==> src/rtl/axis_write_arbiter.sv <==
// rtl/axis_write_arbiter.sv - 2-to-1 round-robin AXI-Stream packet arbiter with beat-limit guard
// Grant is held per packet; a registered output stage feeds the memory_controller write port.
module axis_write_arbiter #(
  parameter int DATA_WIDTH = 32,
  parameter int MAX_BEATS  = 16
) (
  input  logic                    axis_aclk,
  input  logic                    axis_reset,
  input  logic [DATA_WIDTH-1:0]   s00_axis_tdata,
  input  logic [DATA_WIDTH/8-1:0] s00_axis_tstrb,
  input  logic                    s00_axis_tvalid,
  input  logic                    s00_axis_tlast,
  output logic                    s00_axis_tready,
  input  logic [DATA_WIDTH-1:0]   s01_axis_tdata,
  input  logic [DATA_WIDTH/8-1:0] s01_axis_tstrb,
  input  logic                    s01_axis_tvalid,
  input  logic                    s01_axis_tlast,
  output logic                    s01_axis_tready,
  output logic [DATA_WIDTH-1:0]   m00_axis_tdata,
  output logic [DATA_WIDTH/8-1:0] m00_axis_tstrb,
  output logic                    m00_axis_tvalid,
  output logic                    m00_axis_tlast,
  input  logic                    m00_axis_tready,
  output logic [1:0]              grant,
  output logic                    forced_last
);
  localparam int SW = DATA_WIDTH / 8;
  localparam int CW = $clog2(MAX_BEATS);

  typedef enum logic [1:0] {ST_IDLE, ST_GRANT0, ST_GRANT1} state_t;

  state_t          r_state;
  logic            r_last_owner;
  logic [CW-1:0]   r_beat_cnt;
  logic [1:0]      r_grant;
  logic            r_forced_last;
  logic [DATA_WIDTH-1:0] r_tdata;
  logic [SW-1:0]   r_tstrb;
  logic            r_tvalid;
  logic            r_tlast;

  logic                  w_out_free;
  logic                  w_sel_valid;
  logic [DATA_WIDTH-1:0] w_sel_tdata;
  logic [SW-1:0]         w_sel_tstrb;
  logic                  w_sel_tlast;
  logic                  w_accept;
  logic                  w_cnt_end;
  logic                  w_end;

  // The output register can take a beat when empty or when it drains this cycle.
  assign w_out_free      = !r_tvalid | m00_axis_tready;
  assign s00_axis_tready = (r_state == ST_GRANT0) & w_out_free;
  assign s01_axis_tready = (r_state == ST_GRANT1) & w_out_free;

  always_comb begin
    w_sel_valid = 1'b0;
    w_sel_tdata = s00_axis_tdata;
    w_sel_tstrb = s00_axis_tstrb;
    w_sel_tlast = s00_axis_tlast;
    if (r_state == ST_GRANT0) begin
      w_sel_valid = s00_axis_tvalid;
    end else if (r_state == ST_GRANT1) begin
      w_sel_valid = s01_axis_tvalid;
      w_sel_tdata = s01_axis_tdata;
      w_sel_tstrb = s01_axis_tstrb;
      w_sel_tlast = s01_axis_tlast;
    end
  end

  assign w_accept  = (s00_axis_tvalid & s00_axis_tready) | (s01_axis_tvalid & s01_axis_tready);
  assign w_cnt_end = (r_beat_cnt == CW'(MAX_BEATS - 1));
  assign w_end     = w_sel_tlast | w_cnt_end;

  always_ff @(posedge axis_aclk) begin
    if (axis_reset) begin
      r_state       <= ST_IDLE;
      r_last_owner  <= 1'b1;
      r_beat_cnt    <= '0;
      r_grant       <= 2'b00;
      r_forced_last <= 1'b0;
      r_tdata       <= '0;
      r_tstrb       <= '0;
      r_tvalid      <= 1'b0;
      r_tlast       <= 1'b0;
    end else begin
      r_forced_last <= 1'b0;
      if (w_accept) begin
        r_tdata  <= w_sel_tdata;
        r_tstrb  <= w_sel_tstrb;
        r_tvalid <= 1'b1;
        r_tlast  <= w_end;
      end else if (m00_axis_tready) begin
        r_tvalid <= 1'b0;
        r_tlast  <= 1'b0;
      end
      unique case (r_state)
        ST_IDLE: begin
          // On a tie the port that did not own the last packet wins.
          if (s00_axis_tvalid && (!s01_axis_tvalid || r_last_owner)) begin
            r_state <= ST_GRANT0;
            r_grant <= 2'b01;
          end else if (s01_axis_tvalid) begin
            r_state <= ST_GRANT1;
            r_grant <= 2'b10;
          end
        end
        ST_GRANT0, ST_GRANT1: begin
          if (w_accept) begin
            if (w_end) begin
              r_beat_cnt    <= '0;
              r_state       <= ST_IDLE;
              r_grant       <= 2'b00;
              r_last_owner  <= (r_state == ST_GRANT1);
              r_forced_last <= !w_sel_tlast;
            end else begin
              r_beat_cnt <= r_beat_cnt + CW'(1);
            end
          end
        end
        default: r_state <= ST_IDLE;
      endcase
    end
  end

  assign m00_axis_tdata  = r_tdata;
  assign m00_axis_tstrb  = r_tstrb;
  assign m00_axis_tvalid = r_tvalid;
  assign m00_axis_tlast  = r_tlast;
  assign grant           = r_grant;
  assign forced_last     = r_forced_last;

endmodule

==> config.mk <==
export PLATFORM = sky130hd
export DESIGN_NAME = axis_write_arbiter
export DESIGN_NICKNAME = d
export VERILOG_FILES = /design/src/rtl/axis_write_arbiter.sv
export SDC_FILE = /design/constraint.sdc
export NUM_CORES = 1
export LEC_CHECK = 0
export CORE_AREA = 2 2 82 84
export DETAILED_ROUTE_END_ITERATION = 10
export DIE_AREA = 0 0 84 86
export MAX_ROUTING_LAYER = met4
export PLACE_DENSITY = 0.79
export SYNTH_ARGS = -nofsm -noshare
export SYNTH_HDL_FRONTEND = slang
export SYNTH_SLANG_ARGS = --single-unit
==> constraint.sdc <==
create_clock -name axis_aclk -period 2.1 [get_ports axis_aclk]
set_clock_uncertainty 0.05 [all_clocks]
set_input_delay 0.63 -clock axis_aclk [delete_from_list [all_inputs] [get_ports axis_aclk]]
set_output_delay 0.63 -clock axis_aclk [all_outputs]
set_load 0.03 [all_outputs]
==> results of run 1 <==
[worst register-to-register path, stage by stage, from the launching register on]
cell	delay, ns
dfxtp_1	0.37
inv_1	0.09
ha_1	0.43
inv_1	0.14
nor3_2	0.33
mux2i_1	0.24
nor3_1	0.06
[what timing repair did]
item                       CTS  global route
setup buffers                0             0
gates resized for setup      8             0
setup endpoints to repair    2             0
[synth_stat cells (4+ instances only)]
master / count / area (µm²)
a211oi_2: 30 / 375
nor3_1: 4 / 20.0
buf_2: 4 / 20.0
ha_1: 5 / 62.6
inv_1: 7 / 26.3
a211oi_1: 6 / 45.0
buf_6: 5 / 56.3
nor2_1: 38 / 143
mux2i_1: 37 / 370
nand3_1: 7 / 35.0
buf_4: 4 / 30.0
dfxtp_1: 48 / 961
[routing by layer]
metal | share of wire, % | routed length, µm | global-route usage (%)
met5 | 0 | 0 | -
met4 | 1.0 | 67 | 5.13
met3 | 7.1 | 460 | 6.16
met2 | 49 | 3160 | 31.9
met1 | 43 | 2780 | 21.7
[worst max-delay path by stage]
stage	end	slack, ns	cells after the start
3_3_place_gp	s01_axis_tready	-0.17	4
5_1_grt	grant[1]	0.0003	1
2_1_floorplan	s00_axis_tready	0.32	2
4_1_cts	grant[1]	0.05	1
6_report	grant[1]	0.05	1
3_5_place_dp	s00_axis_tready	-0.15	4
[state kept, by name, indices dropped and copies added (netlist names)]
signal           count
forced_last          1
grant                2
m00_axis_tdata      32
m00_axis_tlast       1
m00_axis_tstrb       4
m00_axis_tvalid      1
r_beat_cnt           4
r_last_owner         1
r_state              2
[metrics by stage]
step	setup WS, ns	instances	util [%]
6_report	0.0517	447	63.3
5_1_grt	0.000321	447	63.3
4_1_cts	0.0494	447	63.3
3_5_place_dp	-0.154	439	61.2
3_3_place_gp	-0.175	439	61.2
2_1_floorplan	0.320	243	-
[layout make-up]
| class | instances | area, µm² | area share, % |
|---|---|---|---|
| Clock buffer | 5 | 68.8 | 1.73 |
| Sequential cell | 48 | 961 | 24.2 |
| Clock inverter | 3 | 46.3 | 1.16 |
| Multi-Input combinational cell | 171 | 1420 | 35.7 |
| Tap cell | 77 | 96.3 | 2.42 |
| Inverter | 7 | 26.3 | 0.661 |
| Timing Repair Buffer | 136 | 1360 | 34.1 |
[cells by family (layout without fill, tap and decap cells)]
group	after synthesis	in the layout	synth area share [%]
flops	48	48	38.3
buf+inv	24	151	5.89
fa+ha+maj	5	5	2.50
mux	37	37	14.8
xor+xnor	3	3	1.05
simple gates	70	70	13.8
compound gates	56	56	23.7
[power groups by stage]
stage / logic [mW] / clock network [mW] / registers (mW)
6_report: 2.99 / 0.693 / 1.35
5_1_grt: 3.21 / 0.753 / 1.38
4_1_cts: 3.02 / 0.711 / 1.35
3_5_place_dp: 2.98 / 0 / 1.36
3_3_place_gp: 2.94 / 0 / 1.35
2_1_floorplan: 1.48 / 0 / 1.88
==> results.sh, run 1 <==
export IMPL_cts_buffers=5
export IMPL_wire_per_inst_um=14.5
export IMPL_core_area_mm2=0.00628
export IMPL_placed_cell_area_mm2=0.00384
export IMPL_htree_levels=2
export IMPL_clk_pin_slew_ns=0.09
export IMPL_cts_max_path_buffers=2
export IMPL_grt_pass1_wl_um=10900
export IMPL_r2r_setup_slack_ns=0.28
export IMPL_finalSetupViolCount=0
export IMPL_vdd_drop_max_v=0.000831
export IMPL_worstPathArrival_ns=1.37
export IMPL_finalInstanceArea_mm2=0.00397
export IMPL_cp_start_kind="flop"
export IMPL_power_frac_seq_pct=26.8
export IMPL_intPower_mw=2.89
export IMPL_rsz0062_at_grt="false"
export IMPL_slowest_stage="clkdlybuf4s50_1"
export IMPL_synth_area_per_cell_um2=10.3
export IMPL_drv_slew=0
export IMPL_yosysSeqAreaShare_pct=38.3
export IMPL_synth_seq_cells=48
export IMPL_port_buffers=121
export IMPL_drive_gt1_share_pct=18.9
export IMPL_worstSkewPairLatency_ns=0.30
export IMPL_cp_cell_sequence="clkdlybuf4s50_1"
export IMPL_fmax_mhz=488
export IMPL_leakage_nw=1.36
export IMPL_dpl_hpwl_um=5060
export IMPL_wl_um=6470
export IMPL_hold_depth=2
export IMPL_hold_start="m00_axis_tlast"
export IMPL_synth_edf_count=0
export IMPL_final_common_cell="clkdlybuf4s50_1"
export IMPL_critical_path_class="reg2out"
export IMPL_ys_flop_type="dfxtp_1"
export IMPL_grt_max_degree=40
export IMPL_syn_area_mm2=0.00251
export IMPL_r2r_cells=6
export IMPL_switching_share_pct=42.6
export IMPL_drc=0
export IMPL_whs_ns=0.452
export IMPL_syn_nets=327
export IMPL_powerDensity_mw_per_mm2=1270
export IMPL_hold_buffers=0
export IMPL_die_h_um=86
export IMPL_firstDrtPassIters=5
export IMPL_via_per_inst=5.09
export IMPL_tns_ns=0
export IMPL_hold_viol=0
export IMPL_period_needed_ns=2.05
export IMPL_grt_ovfl_total=0
export IMPL_vias=2276
export IMPL_ys_warn_count=0
export IMPL_cp_data_required_time_ns=1.42
export IMPL_r2r_start="r_state[1]"
export IMPL_grt_use_total_pct=18.9
export IMPL_dieWidth_um=84
export IMPL_p_switching_mw=2.15
export IMPL_outcome="finished, final reports clean"
export IMPL_min_to="m00_axis_tlast"
export IMPL_start_util_pct=39.9
export IMPL_nets=453
export IMPL_syn_to_final_growth_pct=58.5
export IMPL_place_congestion=0.902
export IMPL_cts_tree="yes"
export IMPL_num_rows=29
export IMPL_cpPeakStageDelay_ns=0.69
export IMPL_cts_sinks=48
export IMPL_maxCapViolCount=0
export IMPL_fill_cells=543
export IMPL_cp_max_fo=3
export IMPL_n_antenna_cell=0
export IMPL_syn_inst=243
export IMPL_root_buffer="clkbuf_8"
export IMPL_startpoint="grant[1]"
export IMPL_tightest_slew_ns=0.455
export IMPL_pwr_share_comb_pct=59.5
export IMPL_drt_iter0_drc=47
export IMPL_crit_family="buffers and inverters"
export IMPL_finalPower_mw=5.03
export IMPL_antenna_found_initial=0
export IMPL_synth_async_reset_ratio_pct=0
export IMPL_drt_antenna_violating_nets=0
export IMPL_period_share_pct=97.5
export IMPL_ys_types=41
export IMPL_final_cell_mix="116 x clkdlybuf4s50_1, 48 x dfxtp_1, 38 x nor2_1, 37 x mux2i_1, 30 x a211oi_2"
export IMPL_p_clk_share_pct=13.8
export IMPL_die_area_mm2=0.00722
export IMPL_end_kind="primary output"
export IMPL_grt_pass1_vias=2368
export IMPL_io_pin_count=122
export IMPL_hold_path_class="reg2reg"
export IMPL_slew_headroom_pct=69.7
export IMPL_cp_num_buf_inv=1
export IMPL_worstReg2RegEnd="r_beat_cnt[1]"
No activity file was read; power rests on OpenSTA's default activity.
==> run 2, diff against run 1 <==
- CORE_AREA: 2 2 82 84 -> 2 2 67 69
- DIE_AREA: 0 0 84 86 -> 0 0 69 71
- DONT_BUFFER_PORTS: default -> 1
- GPL_ROUTABILITY_DRIVEN: default -> 0
- PLACE_DENSITY: 0.79 -> 0.76
==> run 2 against run 1 <==
Net effect: clock-buffer cell count up 2; highest routed layer unchanged; first-iteration DRC count up 110%; global-route usage up 2.4 points; fmax up 3.1%.
==> results.sh, run 2 (synthesis gave the netlist of run 1 again) <==
export IMPL_outcome="finished, final reports clean"
export IMPL_io_pin_count=122
export IMPL_vias=1738
export IMPL_powerDensity_mw_per_mm2=1570
export IMPL_wire_per_inst_um=17.2
export IMPL_cts_tree="yes"
export IMPL_grt_use_total_pct=21.3
export IMPL_period_share_pct=94.6
export IMPL_r2r_start="r_state[0]"
export IMPL_hold_viol=0
export IMPL_num_rows=24
export IMPL_cpPeakStageDelay_ns=0.53
export IMPL_largest_reg_flops=32
export IMPL_final_cell_mix="48 x dfxtp_1, 38 x nor2_1, 37 x mux2i_1, 30 x a211oi_2"
export IMPL_drt_antenna_violating_nets=0
export IMPL_final_common_cell="dfxtp_1"
export IMPL_finalInstanceArea_mm2=0.00264
export IMPL_fin_util_pct=62.7
export IMPL_root_buffer="clkbuf_8"
export IMPL_htree_levels=2
export IMPL_drv_slew=0
export IMPL_worstSkewPairLatency_ns=0.30
export IMPL_hold_depth=1
export IMPL_hold_start="axis_reset"
export IMPL_core_area_mm2=0.00420
export IMPL_min_to="r_state[1]"
export IMPL_clk_pin_slew_ns=0.08
export IMPL_drc=0
export IMPL_antenna_found_initial=0
export IMPL_grt_pass1_vias=1622
export IMPL_tns_ns=0
export IMPL_worstReg2RegEnd="r_last_owner"
export IMPL_dieWidth_um=69
export IMPL_syn_to_final_growth_pct=5.19
export IMPL_drive_gt1_share_pct=23.3
export IMPL_worstPathArrival_ns=1.31
export IMPL_cts_max_path_buffers=2
export IMPL_grt_max_degree=50
export IMPL_slew_headroom_pct=75.3
export IMPL_vdd_drop_max_v=0.000687
export IMPL_grt_ovfl_total=0
export IMPL_firstDrtPassIters=4
export IMPL_port_buffers=0
export IMPL_cp_start_kind="flop"
export IMPL_via_per_inst=5.95
export IMPL_start_util_pct=59.6
export IMPL_cts_buffers=5
export IMPL_die_h_um=71
export IMPL_finalSetupViolCount=0
export IMPL_cts_sinks=48
export IMPL_drt_iter0_drc=99
export IMPL_final_cells=292
export IMPL_period_needed_ns=1.99
export IMPL_placedCellCount=284
export IMPL_slowest_stage="dfxtp_1"
export IMPL_fill_cells=370
export IMPL_nets=323
export IMPL_placed_cell_area_mm2=0.00254
export IMPL_n_antenna_cell=0
export IMPL_maxCapViolCount=0
export IMPL_fmax_mhz=504
export IMPL_rsz0062_at_grt="false"
export IMPL_tightest_slew_ns=0.362
export IMPL_hold_buffers=0
export IMPL_cp_max_fo=3
export IMPL_critical_path_class="reg2out"
export IMPL_dpl_hpwl_um=3630
export IMPL_r2r_cells=7
export IMPL_hold_path_class="in2reg"
export IMPL_cp_data_required_time_ns=1.42
export IMPL_cp_cell_sequence="nand2b_1 -> and2_2"
export IMPL_r2r_setup_slack_ns=0.33
export IMPL_leakage_nw=0.836
export IMPL_whs_ns=0.334
export IMPL_wl_um=5020
export IMPL_end_kind="primary output"
export IMPL_die_area_mm2=0.00490
export IMPL_grt_pass1_wl_um=8180
export IMPL_startpoint="m00_axis_tvalid"
run 2: power by group:
group          leakage, nW  switching (mW)  internal (mW)
clock network       0.0445           0.303          0.268
logic                0.400           0.938          0.719
registers            0.392           0.713           1.20
total                0.836            1.95           2.19
run 2: metal layers:
layer / routed length (µm) / vias to the layer above / GRT usage (%)
met1: 2170 / 793 / 25.8
met4: 42 / 0 / 7.19
met5: 0 / - / -
met2: 2440 / 66 / 33.1
met3: 366 / 4 / 7.26
li1: - / 875 / -
run 2: how the worst max path moves through the flow:
stage	end	slack, ns
floorplan	s00_axis_tready	0.32
global placement	s00_axis_tready	0.30
detailed placement	m00_axis_tdata[22]	0.28
CTS	s00_axis_tready	0.06
global route	s01_axis_tready	0.05
finish	s00_axis_tready	0.11
run 2: layout make-up:
cell class,count,area [µm²],area share [%]
well taps,52,65.1,2.47
repair buffers,6,82.6,3.13
clock buffers,7,86.3,3.27
clock inverters,1,7.51,0.285
flip-flops and latches,48,961,36.4
multi-input cells,171,1410,53.4
inverters,7,26.3,0.996
run 2: timing repair:
action / CTS / global route
resized for setup: 1 / 2
setup endpoints to repair: 1 / 2
setup buffers: 0 / 0
run 2: through the flow:
step | total power [mW] | setup slack [ns]
after detailed placement | 3.60 | 0.283
after floorplan | 3.35 | 0.320
after global placement | 3.56 | 0.304
after global routing | 4.41 | 0.0476
final | 4.14 | 0.114
after CTS | 4.18 | 0.0562
run 2: worst max-delay path: cells and delay by family, from the launching register on:
family           cells  cell delay [ns]
DFF                  1             0.53
and+or+nand+nor      2             0.48
